## src/rtl/mem_wb_stage_pkg.sv

```systemverilog
// Shared definitions for the MEM->WB stage: opcodes, load funct3 encodings,
// the bubble instruction, writeback-select codes and the read-data hold states.
package mem_wb_stage_pkg;

  // addi x0,x0,0 - the canonical bubble
  localparam logic [31:0] NOP_INST_DEFAULT = 32'h0000_0013;

  localparam logic [6:0] OPC_LOAD   = 7'b000_0011;
  localparam logic [6:0] OPC_STORE  = 7'b010_0011;
  localparam logic [6:0] OPC_BRANCH = 7'b110_0011;
  localparam logic [6:0] OPC_JAL    = 7'b110_1111;
  localparam logic [6:0] OPC_JALR   = 7'b110_0111;
  localparam logic [6:0] OPC_CSR    = 7'b111_0011;

  localparam logic [2:0] F3_LB  = 3'b000;
  localparam logic [2:0] F3_LH  = 3'b001;
  localparam logic [2:0] F3_LW  = 3'b010;
  localparam logic [2:0] F3_LBU = 3'b100;
  localparam logic [2:0] F3_LHU = 3'b101;

  typedef enum logic [1:0] {
    WB_SEL_ALU = 2'd0,
    WB_SEL_MEM = 2'd1,
    WB_SEL_PC4 = 2'd2
  } wb_sel_e;

  typedef enum logic {
    HOLD_FRESH = 1'b0,
    HOLD_HELD  = 1'b1
  } hold_state_e;

  // Which value an instruction writes back, decided by opcode alone
  function automatic wb_sel_e wb_sel_of(input logic [6:0] opcode);
    wb_sel_e sel;
    case (opcode)
      OPC_LOAD: sel = WB_SEL_MEM;
      OPC_JAL:  sel = WB_SEL_PC4;
      OPC_JALR: sel = WB_SEL_PC4;
      default:  sel = WB_SEL_ALU;
    endcase
    return sel;
  endfunction

  // Stores, branches and CSR/system ops never write the register file
  function automatic logic writes_rd(input logic [6:0] opcode);
    logic w;
    case (opcode)
      OPC_STORE:  w = 1'b0;
      OPC_BRANCH: w = 1'b0;
      OPC_CSR:    w = 1'b0;
      default:    w = 1'b1;
    endcase
    return w;
  endfunction

endpackage

```

## src/rtl/mem_wb_stage_load_align.sv

```systemverilog
// Load alignment: picks the addressed byte/half out of a 32-bit read word,
// extends it per funct3 and flags size-misaligned addresses.
module mem_wb_stage_load_align
  import mem_wb_stage_pkg::*;
(
  input  logic [31:0] raw_i,
  input  logic [2:0]  funct3_i,
  input  logic [1:0]  offset_i,
  output logic [31:0] data_o,
  output logic        misaligned_o
);

  logic [7:0]  byte_s;
  logic [15:0] half_s;

  // Lane select; misaligned halves/words still use the truncated offset
  always_comb begin
    byte_s = 8'h00;
    half_s = 16'h0000;
    case (offset_i)
      2'd0:    byte_s = raw_i[7:0];
      2'd1:    byte_s = raw_i[15:8];
      2'd2:    byte_s = raw_i[23:16];
      2'd3:    byte_s = raw_i[31:24];
      default: byte_s = 8'h00;
    endcase
    if (offset_i[1]) begin
      half_s = raw_i[31:16];
    end else begin
      half_s = raw_i[15:0];
    end
  end

  // Extension and misalignment per load size; unknown funct3 yields zero
  always_comb begin
    data_o       = 32'h0000_0000;
    misaligned_o = 1'b0;
    case (funct3_i)
      F3_LB:  data_o = {{24{byte_s[7]}}, byte_s};
      F3_LBU: data_o = {24'h00_0000, byte_s};
      F3_LH: begin
        data_o       = {{16{half_s[15]}}, half_s};
        misaligned_o = offset_i[0];
      end
      F3_LHU: begin
        data_o       = {16'h0000, half_s};
        misaligned_o = offset_i[0];
      end
      F3_LW: begin
        data_o       = raw_i;
        misaligned_o = (offset_i != 2'd0);
      end
      default: begin
        data_o       = 32'h0000_0000;
        misaligned_o = 1'b0;
      end
    endcase
  end

endmodule

```

## src/rtl/mem_wb_stage.sv

```systemverilog
// MEM->WB pipeline register plus load-data selection, alignment, writeback
// mux and a hold FSM that keeps load data stable while the stage is stalled.
module mem_wb_stage
  import mem_wb_stage_pkg::*;
#(
  parameter logic [31:0] NOP_INST = NOP_INST_DEFAULT
) (
  input  logic        clk,
  input  logic        rst_n,
  input  logic        stall,
  input  logic        flush,
  input  logic [31:0] mem_inst,
  input  logic [31:0] mem_pc,
  input  logic [31:0] mem_alu,
  input  logic        mem_dmem_en,
  input  logic        mem_bios_en,
  input  logic        mem_io_en,
  input  logic [31:0] dmem_dout,
  input  logic [31:0] bios_dout,
  input  logic [31:0] io_dout,
  output logic [31:0] wb_inst,
  output logic        wb_valid,
  output logic [4:0]  wb_rd,
  output logic        wb_we,
  output logic [31:0] wb_wdata,
  output logic        wb_misaligned
);

  logic [31:0] inst_q, inst_d;
  logic        valid_q, valid_d;
  logic [31:0] pc_q, pc_d;
  logic [31:0] alu_q, alu_d;
  logic        dmem_en_q, dmem_en_d;
  logic        bios_en_q, bios_en_d;
  logic        io_en_q, io_en_d;
  hold_state_e hold_state_q, hold_state_d;
  logic [31:0] hold_word_q, hold_word_d;

  logic [31:0] fresh_word_s;
  logic [31:0] raw_word_s;
  logic [31:0] align_data_s;
  logic        align_mis_s;
  logic [6:0]  opcode_s;
  logic        is_load_s;

  // Pipeline register next state: stall holds, flush inserts a bubble
  always_comb begin
    inst_d    = inst_q;
    valid_d   = valid_q;
    pc_d      = pc_q;
    alu_d     = alu_q;
    dmem_en_d = dmem_en_q;
    bios_en_d = bios_en_q;
    io_en_d   = io_en_q;
    if (stall) begin
      inst_d = inst_q;
    end else if (flush) begin
      inst_d    = NOP_INST;
      valid_d   = 1'b0;
      pc_d      = 32'h0000_0000;
      alu_d     = 32'h0000_0000;
      dmem_en_d = 1'b0;
      bios_en_d = 1'b0;
      io_en_d   = 1'b0;
    end else begin
      inst_d    = mem_inst;
      valid_d   = 1'b1;
      pc_d      = mem_pc;
      alu_d     = mem_alu;
      dmem_en_d = mem_dmem_en;
      bios_en_d = mem_bios_en;
      io_en_d   = mem_io_en;
    end
  end

  // Read-region mux for the word belonging to the instruction now in WB
  always_comb begin
    fresh_word_s = 32'h0000_0000;
    if (io_en_q) begin
      fresh_word_s = io_dout;
    end else if (bios_en_q) begin
      fresh_word_s = bios_dout;
    end else if (dmem_en_q) begin
      fresh_word_s = dmem_dout;
    end else begin
      fresh_word_s = 32'h0000_0000;
    end
  end

  // Hold FSM: capture the word on the first stalled edge, release when stall drops
  always_comb begin
    hold_state_d = hold_state_q;
    hold_word_d  = hold_word_q;
    case (hold_state_q)
      HOLD_FRESH: begin
        if (stall) begin
          hold_state_d = HOLD_HELD;
          hold_word_d  = fresh_word_s;
        end else begin
          hold_state_d = HOLD_FRESH;
        end
      end
      HOLD_HELD: begin
        if (stall) begin
          hold_state_d = HOLD_HELD;
        end else begin
          hold_state_d = HOLD_FRESH;
        end
      end
      default: hold_state_d = HOLD_FRESH;
    endcase
  end

  // State registers, cleared asynchronously
  always_ff @(posedge clk or negedge rst_n) begin
    if (!rst_n) begin
      inst_q       <= NOP_INST;
      valid_q      <= 1'b0;
      pc_q         <= 32'h0000_0000;
      alu_q        <= 32'h0000_0000;
      dmem_en_q    <= 1'b0;
      bios_en_q    <= 1'b0;
      io_en_q      <= 1'b0;
      hold_state_q <= HOLD_FRESH;
      hold_word_q  <= 32'h0000_0000;
    end else begin
      inst_q       <= inst_d;
      valid_q      <= valid_d;
      pc_q         <= pc_d;
      alu_q        <= alu_d;
      dmem_en_q    <= dmem_en_d;
      bios_en_q    <= bios_en_d;
      io_en_q      <= io_en_d;
      hold_state_q <= hold_state_d;
      hold_word_q  <= hold_word_d;
    end
  end

  // Word fed to alignment: the held copy while stalled, otherwise live data
  always_comb begin
    raw_word_s = fresh_word_s;
    if (hold_state_q == HOLD_HELD) begin
      raw_word_s = hold_word_q;
    end else begin
      raw_word_s = fresh_word_s;
    end
  end

  mem_wb_stage_load_align u_align (
    .raw_i        (raw_word_s),
    .funct3_i     (inst_q[14:12]),
    .offset_i     (alu_q[1:0]),
    .data_o       (align_data_s),
    .misaligned_o (align_mis_s)
  );

  assign opcode_s  = inst_q[6:0];
  assign is_load_s = (opcode_s == OPC_LOAD);

  assign wb_inst  = inst_q;
  assign wb_valid = valid_q;
  assign wb_rd    = inst_q[11:7];

  // Writeback data select and write-enable / misalignment qualification
  always_comb begin
    wb_wdata = alu_q;
    case (wb_sel_of(opcode_s))
      WB_SEL_MEM: wb_wdata = align_data_s;
      WB_SEL_PC4: wb_wdata = pc_q + 32'd4;
      WB_SEL_ALU: wb_wdata = alu_q;
      default:    wb_wdata = alu_q;
    endcase
    wb_we         = valid_q & writes_rd(opcode_s) & (inst_q[11:7] != 5'd0);
    wb_misaligned = valid_q & is_load_s & align_mis_s;
  end

endmodule

```

## config.mk

```make
export PLATFORM = sky130hd
export DESIGN_NAME = mem_wb_stage
export DESIGN_NICKNAME = d
export VERILOG_FILES = /design/src/rtl/mem_wb_stage_pkg.sv /design/src/rtl/mem_wb_stage_load_align.sv /design/src/rtl/mem_wb_stage.sv
export SDC_FILE = /design/constraint.sdc
export NUM_CORES = 1
export LEC_CHECK = 0
export ABC_AREA = 1
export CAP_MARGIN = 10
export CORE_AREA = 2 2 168 104
export CTS_BUF_LIST = sky130_fd_sc_hd__clkbuf_16
export CTS_CLUSTER_DIAMETER = 100
export CTS_CLUSTER_SIZE = 10
export DETAILED_ROUTE_END_ITERATION = 6
export DIE_AREA = 0 0 170 106
export MAX_ROUTING_LAYER = met4
export PLACE_DENSITY = 0.87
export SLEW_MARGIN = 5
export SYNTH_ARGS = -nofsm -noshare
export SYNTH_HDL_FRONTEND = slang
export SYNTH_SLANG_ARGS = --single-unit
```

## constraint.sdc

```tcl
create_clock -name clk -period 7 [get_ports clk]
set_input_delay 1.05 -clock clk [delete_from_list [all_inputs] [get_ports clk]]
set_output_delay 1.05 -clock clk [all_outputs]
set_load 0.02 [all_outputs]
```

==> results.md, run 1 <==
* # clock sinks at 133
* WP buf/inv at 1
* F_max at approximately 190 MHz
* Crit end category: primary output
* Number of max-cap violations at 0
* Clk root buf: clkbuf_16
* Synth warnings at 0
* Die area at 18000 um^2
* Synth Register Bits at approximately 130
* Layout cells sized above 1 at under 10%
* CP max FO at 34
* Worst Skew at 0.0112 ns
* Die X at around 170 um
* Number of global-route vias before repair at around 8800
* # H-tree levels at 4
* Tot Pwr at around 2.4 mW
* Final worst-path cycle share at between 70% and 80%
* Via density at roughly 5.6
* Top cell type's share of synthesized area at about two fifths
* Die Ht at roughly 110 um
* P per Cell Area at between 200 and 250 nW/um^2
* Layout area overhead at 39.1%
* Fin Setup TNS at 0 ns
* Largest stage delay, worst path at a little over 1 ns
* Fin. Hold Viols at 0
* Layout Nets at roughly 1600
* Starting DRT DRC Count at approximately 900
* Largest net degree at the start of global routing at between 80 and 90
* Total congestion overflow at 0
* Synthesized netlist cell count at 1182
* Yosys cell types at 40
* Buffer levels on the longest clock path at 2
* Dpl cells at 1599
* Mapped Area at about 8300 um^2
* Relative slew slack at between 20 and 30%
* DRT Pass-1 Iters at 6
* Drt drc at 0
* Synth area leader: dfrtp_1
* Most frequent cell on the critical path: nand2_1
* Port Buf Inserts at 270
* Post-DRT Antenna Nets at 0
* # IOs at about 270
* Post-DP HPWL at approximately 22000 um
* Routed len/inst at 18.1 um
* Run status: finished, final reports clean
* RSZ-0062 raised after global routing: false
* Num CTS Buffers at 17
* FF-to-FF path depth at 4
* Slew @ Worst Pin at 1.08 ns
* All-Layer GR Usage at between 30 and 40%
* Final-layout fill cell count at ~1500
* Synth area leaders: dfrtp_1, nand2_1, o21ai_0, a22o_1, nand3_1
* Family with the most delay on the worst path: simple AND/OR/NAND/NOR gates
* Tightest Hold Check Type: register to register
* Multi-input gate area at around 4200 um^2
* Final setup fails at 0
* Post-synthesis sequential area ratio at around two fifths
* CP cell instances: nor2_2, nand2_1, nand2_1, nand3_2, nand2_2, nand2_4, nand3_4, nand3_4, nand2_1, nand2_1, nand2_1, nand2_1, nand2_1, clkdlybuf4s50_1
* Routed wire length at between 20000 and 30000 um
* CTS tree: yes
* Vias at 9121
* Worst skew pair latency at about 0.42 ns
* WP data arrival at approximately 4.2 ns
* Worst r2r src: hold_state_q$_DFF_PN0_
* Critical path class: register to primary output
* Critical path startpoint category: register
* Crit Reg-Reg Endpoint: hold_word_q[9]$_DFFE_PN0P_
* FP Rows at 37
* Leakage at 5.18 nW
* Register area at around 3300 um^2
* Layout Cells excl Fill at roughly 1600
* Post-cts sizing count at 0
* Antenna violations before repair at 1
* Number of setup buffers added after CTS at 0
* Max-slew violations at 0
* First-pass GRT wire length at ~47000 um
* Syn Area/Cell at approximately 7 um^2
* Starting Density at 49.6%
* Clock slew at reported path FFs at roughly 0.070 ns
* R2r setup slk at 4.42 ns
* Cts hold-fix bufs at 0
* Worst vdd ir at approximately 0.00018 V
* Min-delay src: hold_word_q[18]$_DFFE_PN0P_
* Worst Path Required at a little under 6 ns
* CP max stage cell: nor2_2
* Hold EP: hold_word_q[18]$_DFFE_PN0P_
* WHS Path Cells at 2
* Synth Net Count at 1384
* Tmin final at between 5 and 6 ns
* Fin Hold WS at 0.482 ns
* Core area at 16700 um^2
* Gpl congestion at 0.964
==> flip-flops by register name, summed over array words and instances, names as in the netlist <==
name and cells:
wb_inst 32, io_en_q 1, hold_word_q 32, bios_en_q 1
dmem_en_q 1, alu_q 32, hold_state_q 1, wb_valid 1
pc_q 32
==> cell usage after synthesis (all sizes together) <==
cell and n:
a211oi 2, a21oi 76, a22o 51, a22oi 8, a311oi 1, a31oi 2, buf 36, clkbuf 39
dfrtp 130, dfstp 3, ha 3, inv 93, nand2 373, nand3 89, nand4 7, nor2 99
nor3 18, nor3b 1, nor4 2, o211ai 5, o21ai 118, o22a 3, o31ai 3, or2 19
xor2 1
==> worst register-to-register path: stages, from the launching register on <==
cell and delay (ns):
dfrtp_1 0.89, inv_2 0.51, nand2_1 0.34, buf_4 0.46
o21ai_0 0.22
==> routing by layer <==
layer / share of wire (%) / wire, um / vias to the layer above / GRT usage [%]
met2: 43 / 12800 / 486 / 50.7
met4: 1.6 / 483 / 0 / 8.24
li1: - / - / 4348 / -
met5: 0 / 0 / - / -
met3: 10 / 3090 / 42 / 7.15
met1: 44 / 13100 / 4245 / 48.9
==> kinds of logic after synthesis <==
| logic type | Yosys count | synth area share (%) |
|---|---|---|
| XOR/XNOR | 1 | 0.106 |
| buffers and inverters | 168 | 8.98 |
| flip-flops | 133 | 40.3 |
| adder cells (fa/ha/maj) | 3 | 0.454 |
| AND/OR/NAND/NOR | 608 | 30.8 |
| AO/OA/AOI/OAI | 269 | 19.3 |
==> report_power, final <==
part / switching (mW) / internal [mW]
Sequential: 0.0674 / 0.846
Clock: 0.400 / 0.505
Combinational: 0.344 / 0.283
==> cell usage in the layout (no fill, tap or decap), drive strengths merged <==
cell type and n:
clkdlybuf4s50 268, a31oi 2, a311oi 1, a22o 51, inv 102, dfrtp 130, nor3 18, buf 10
clkbuf 17, o21ai 118, clkinv 4, or2 19, a211oi 2, diode 1, nand2 373, nor3b 1
o211ai 5, dfstp 3, a21oi 76, a22oi 8, o22a 3, o31ai 3, bufinv 1, nor2 99
nor4 2, nand4 7, ha 3, xor2 1, nand3 89, clkinvlp 1
==> worst max-delay path by stage <==
stage,depth (start not counted),to,slack [ns],start
2_1_floorplan,12,wb_wdata[11],3.36,wb_inst[1]$_DFFE_PN1N_
3_3_place_gp,12,wb_wdata[23],2.33,bios_en_q$_DFFE_PN0N_
3_5_place_dp,12,wb_wdata[12],2.29,bios_en_q$_DFFE_PN0N_
4_1_cts,12,wb_wdata[12],1.82,bios_en_q$_DFFE_PN0N_
5_1_grt,12,wb_wdata[12],1.45,bios_en_q$_DFFE_PN0N_
6_report,14,wb_wdata[31],1.78,bios_en_q$_DFFE_PN0N_
==> cell type report <==
type | count | share of cell area [%]
Clock inverter | 15 | 1.37
Antenna cell | 1 | 0.0218
Tap cell | 214 | 2.33
Clock buffer | 17 | 3.70
Inverter | 93 | 3.06
Timing Repair Buffer | 278 | 24.0
Sequential cell | 133 | 29.0
Multi-Input combinational cell | 881 | 36.6
==> stage by stage <==
step	worst slack, ns	util (%)	cell area, um^2
final	1.78	69.0	11500
after floorplan	3.36	-	8270
after detailed placement	2.29	65.5	10900
after global routing	1.45	69.0	11500
after global placement	2.33	65.5	10900
after CTS	1.82	69.0	11500
Power figures use the tool's default switching activity.
==> run 2, diff against run 1 <==
--- a/config.mk
+++ b/config.mk
@@ -7,14 +7,14 @@
 export LEC_CHECK = 0
 export ABC_AREA = 1
 export CAP_MARGIN = 10
-export CORE_AREA = 2 2 168 104
+export CORE_AREA = 2 2 183 113
 export CTS_BUF_LIST = sky130_fd_sc_hd__clkbuf_16
 export CTS_CLUSTER_DIAMETER = 100
 export CTS_CLUSTER_SIZE = 10
 export DETAILED_ROUTE_END_ITERATION = 6
-export DIE_AREA = 0 0 170 106
+export DIE_AREA = 0 0 185 115
 export MAX_ROUTING_LAYER = met4
-export PLACE_DENSITY = 0.87
+export PLACE_DENSITY = 0.78
 export SLEW_MARGIN = 5
 export SYNTH_ARGS = -nofsm -noshare
 export SYNTH_HDL_FRONTEND = slang
==> constraint.sdc (replaced) <==
create_clock -name clk -period 4.45 [get_ports clk]
set_input_delay 0.6675 -clock clk [delete_from_list [all_inputs] [get_ports clk]]
set_output_delay 0.6675 -clock clk [all_outputs]
set_load 0.02 [all_outputs]
==> run 2 against run 1 <==
  * Die area is 18% higher
  * Flip-flop and latch count unchanged
  * Register-to-register slack got worse by 1.8 ns
  * Highest routed layer unchanged
==> results.md, run 2 (synthesis results as in run 1) <==
* Run status: finished, final reports clean (unchanged)
* Worst Skew at 0.0125 ns (was 0.0112 ns)
* Post-DP HPWL at 23000 um (was 22000 um)
* Buffer levels on the longest clock path at 2 (unchanged)
* # IOs at 271 (unchanged)
* Tot Pwr at 3.91 mW (was 2.45 mW)
* Post-DRT Antenna Nets at 0 (unchanged)
* Critical path class: register to primary output (unchanged)
* Largest stage delay, worst path at 0.67 ns (was 1.03 ns)
* Post-Place Setup Slack at 0.612 ns (was 2.29 ns)
* Max-slew violations at 0 (unchanged)
* Final setup fails at 0 (unchanged)
* Clock slew at reported path FFs at 0.07 ns (about the same)
* First-pass GRT wire length at 47500 um (was 46900 um)
* # H-tree levels at 4 (unchanged)
* Most frequent cells in the layout: nand2_1, clkdlybuf4s50_1, dfrtp_1, o21ai_0, nor2_1 (unchanged)
* Layout cells sized above 1 at 5.53% (was 4.80%)
* Gpl congestion at 0.960 (was 0.964)
* Starting Density at 42.2% (was 49.6%)
* CTS tree: yes (unchanged)
* Critical path startpoint category: register (unchanged)
* Layout Nets at 1618 (was 1606)
* Relative slew slack at 47.8% (was 27.6%)
* CP cell instances: inv_1, nand3_1, inv_1, nand2_1, nand2_1, inv_1, nand2_1, a21oi_1, nor2_1, clkdlybuf4s50_1 (was nor2_2, nand2_1, nand2_1, nand3_2, nand2_2, nand2_4, nand3_4, nand3_4, nand2_1, nand2_1, nand2_1, nand2_1, nand2_1, clkdlybuf4s50_1)
* Number of global-route vias before repair at 8859 (was 8841)
* Core area at 19600 um^2 (was 16700 um^2)
* Commonest non-fill, non-tap cell in the layout: nand2_1 (unchanged)
* RSZ-0062 raised after global routing: false (unchanged)
* Num CTS Buffers at 17 (unchanged)
* Die X at 185 um (was 170 um)
* Die area at 21300 um^2 (was 18000 um^2)
* Leakage at 5.25 nW (was 5.18 nW)
* CP max FO at 20 (was 34)
* Worst vdd ir at 0.000264 V (was 0.000182 V)
* Clk root buf: clkbuf_16 (unchanged)
* # clock sinks at 133 (unchanged)
* WP data arrival at 3.53 ns (was 4.17 ns)
* Port Buf Inserts at 270 (unchanged)
* Worst Path Required at 3.78 ns (was 5.95 ns)
* Fin. Hold Viols at 0 (unchanged)
* Number of max-cap violations at 0 (unchanged)
* Layout area overhead at 41.5% (was 39.1%)
* All-Layer GR Usage at 30.1% (was 34.4%)
* Antenna violations before repair at 1 (unchanged)
* CP max stage cell: inv_1 (was nor2_2)
* Largest net degree at the start of global routing at 75 (was 82)
* Vias at 9053 (was 9121)
* Worst skew pair latency at 0.43 ns (was 0.42 ns)
* DRT Pass-1 Iters at 5 (was 6)
* Crit end category: primary output (unchanged)
* Die Ht at 115 um (was 106 um)
* Tightest Hold Check Type: input pin to async pin (was register to register)
* Total congestion overflow at 0 (unchanged)
* Final worst-path cycle share at between 90% and 100%
* P per Cell Area at 334 nW/um^2 (was 213 nW/um^2)
* FP Rows at 40 (was 37)
* Fin Setup TNS at 0 ns (unchanged)
* Number of setup buffers added after CTS at 0 (unchanged)
* Starting DRT DRC Count at 847 (was 927)
* Drt drc at 0 (unchanged)
* Tmin final at between 4 and 5 ns
* Routed len/inst at 17.8 um (was 18.1 um)
* Crit path setup slack, layout at 0.255 ns (was 1.78 ns)
* Slew @ Worst Pin at 0.774 ns (was 1.08 ns)
* F_max at about 240 MHz
* Via density at 5.32 (was 5.59)
* Routed wire length at 30300 um (was 29500 um)
run 2: metal layers:
| layer | share of wire [%] | GRT usage (%) |
|---|---|---|
| met5 | 0 | - |
| met4 | 1.1 | 6.46 |
| met3 | 11 | 10.5 |
| met2 | 42 | 43.3 |
| met1 | 46 | 40.9 |
run 2: critical path: cells and delay by family, from the launching register on:
| kind | cells | cell delay [ns] |
|---|---|---|
| compound gates | 1 | 0.09 |
| buf+inv | 4 | 1.52 |
| simple gates | 5 | 1.02 |
| flops | 1 | 0.45 |
run 2: report_power, final:
group	leakage (nW)	internal, mW	total, mW	switching, mW
combinational	3.24	0.454	1.02	0.561
sequential	1.71	1.33	1.42	0.0924
clock	0.301	0.886	1.47	0.584
run 2: metrics by stage:
step           utilization [%]  hold WS, ns  instance area (um^2)  instances
6_report                  59.7        0.262                 11700       1703
3_5_place_dp              56.5        0.474                 11100       1670
2_1_floorplan                -        0.372                  8270       1182
4_1_cts                   59.6        0.295                 11700       1702
5_1_grt                   59.7        0.315                 11700       1703
3_3_place_gp              56.5        0.464                 11100       1670
run 2: area by class of cell:
| class | count | area, um^2 |
|---|---|---|
| antenna | 1 | 2.50 |
| clock buffer | 17 | 425 |
| clock inverter | 15 | 180 |
| fill | 1818 | 7910 |
| inverter | 93 | 352 |
| multi-input combinational | 881 | 4210 |
| sequential | 133 | 3330 |
| tap | 273 | 342 |
| timing repair buffer | 290 | 2860 |
run 2: final timing paths:
path	start	endpoint	slack, ns	cells past startpoint
max	wb_inst[12]$_DFFE_PN0N_	wb_wdata[23]	0.25	10
min	rst_n	alu_q[24]$_DFFE_PN0N_	0.26	1
max reg2reg	dmem_en_q$_DFFE_PN0N_	hold_word_q[3]$_DFFE_PN0P_	2.60	7
min reg2reg	hold_word_q[30]$_DFFE_PN0P_	hold_word_q[30]$_DFFE_PN0P_	0.49	2
max in group asynchronous	rst_n	wb_inst[0]$_DFFE_PN1N_	3.19	2
min in group clk	hold_word_q[30]$_DFFE_PN0P_	hold_word_q[30]$_DFFE_PN0P_	0.49	2
run 2: timing repair:
action	CTS	global route
gates resized for setup	0	1
endpoints found under the hold margin	0	0
endpoints found under the setup margin	0	1
hold buffers	0	0
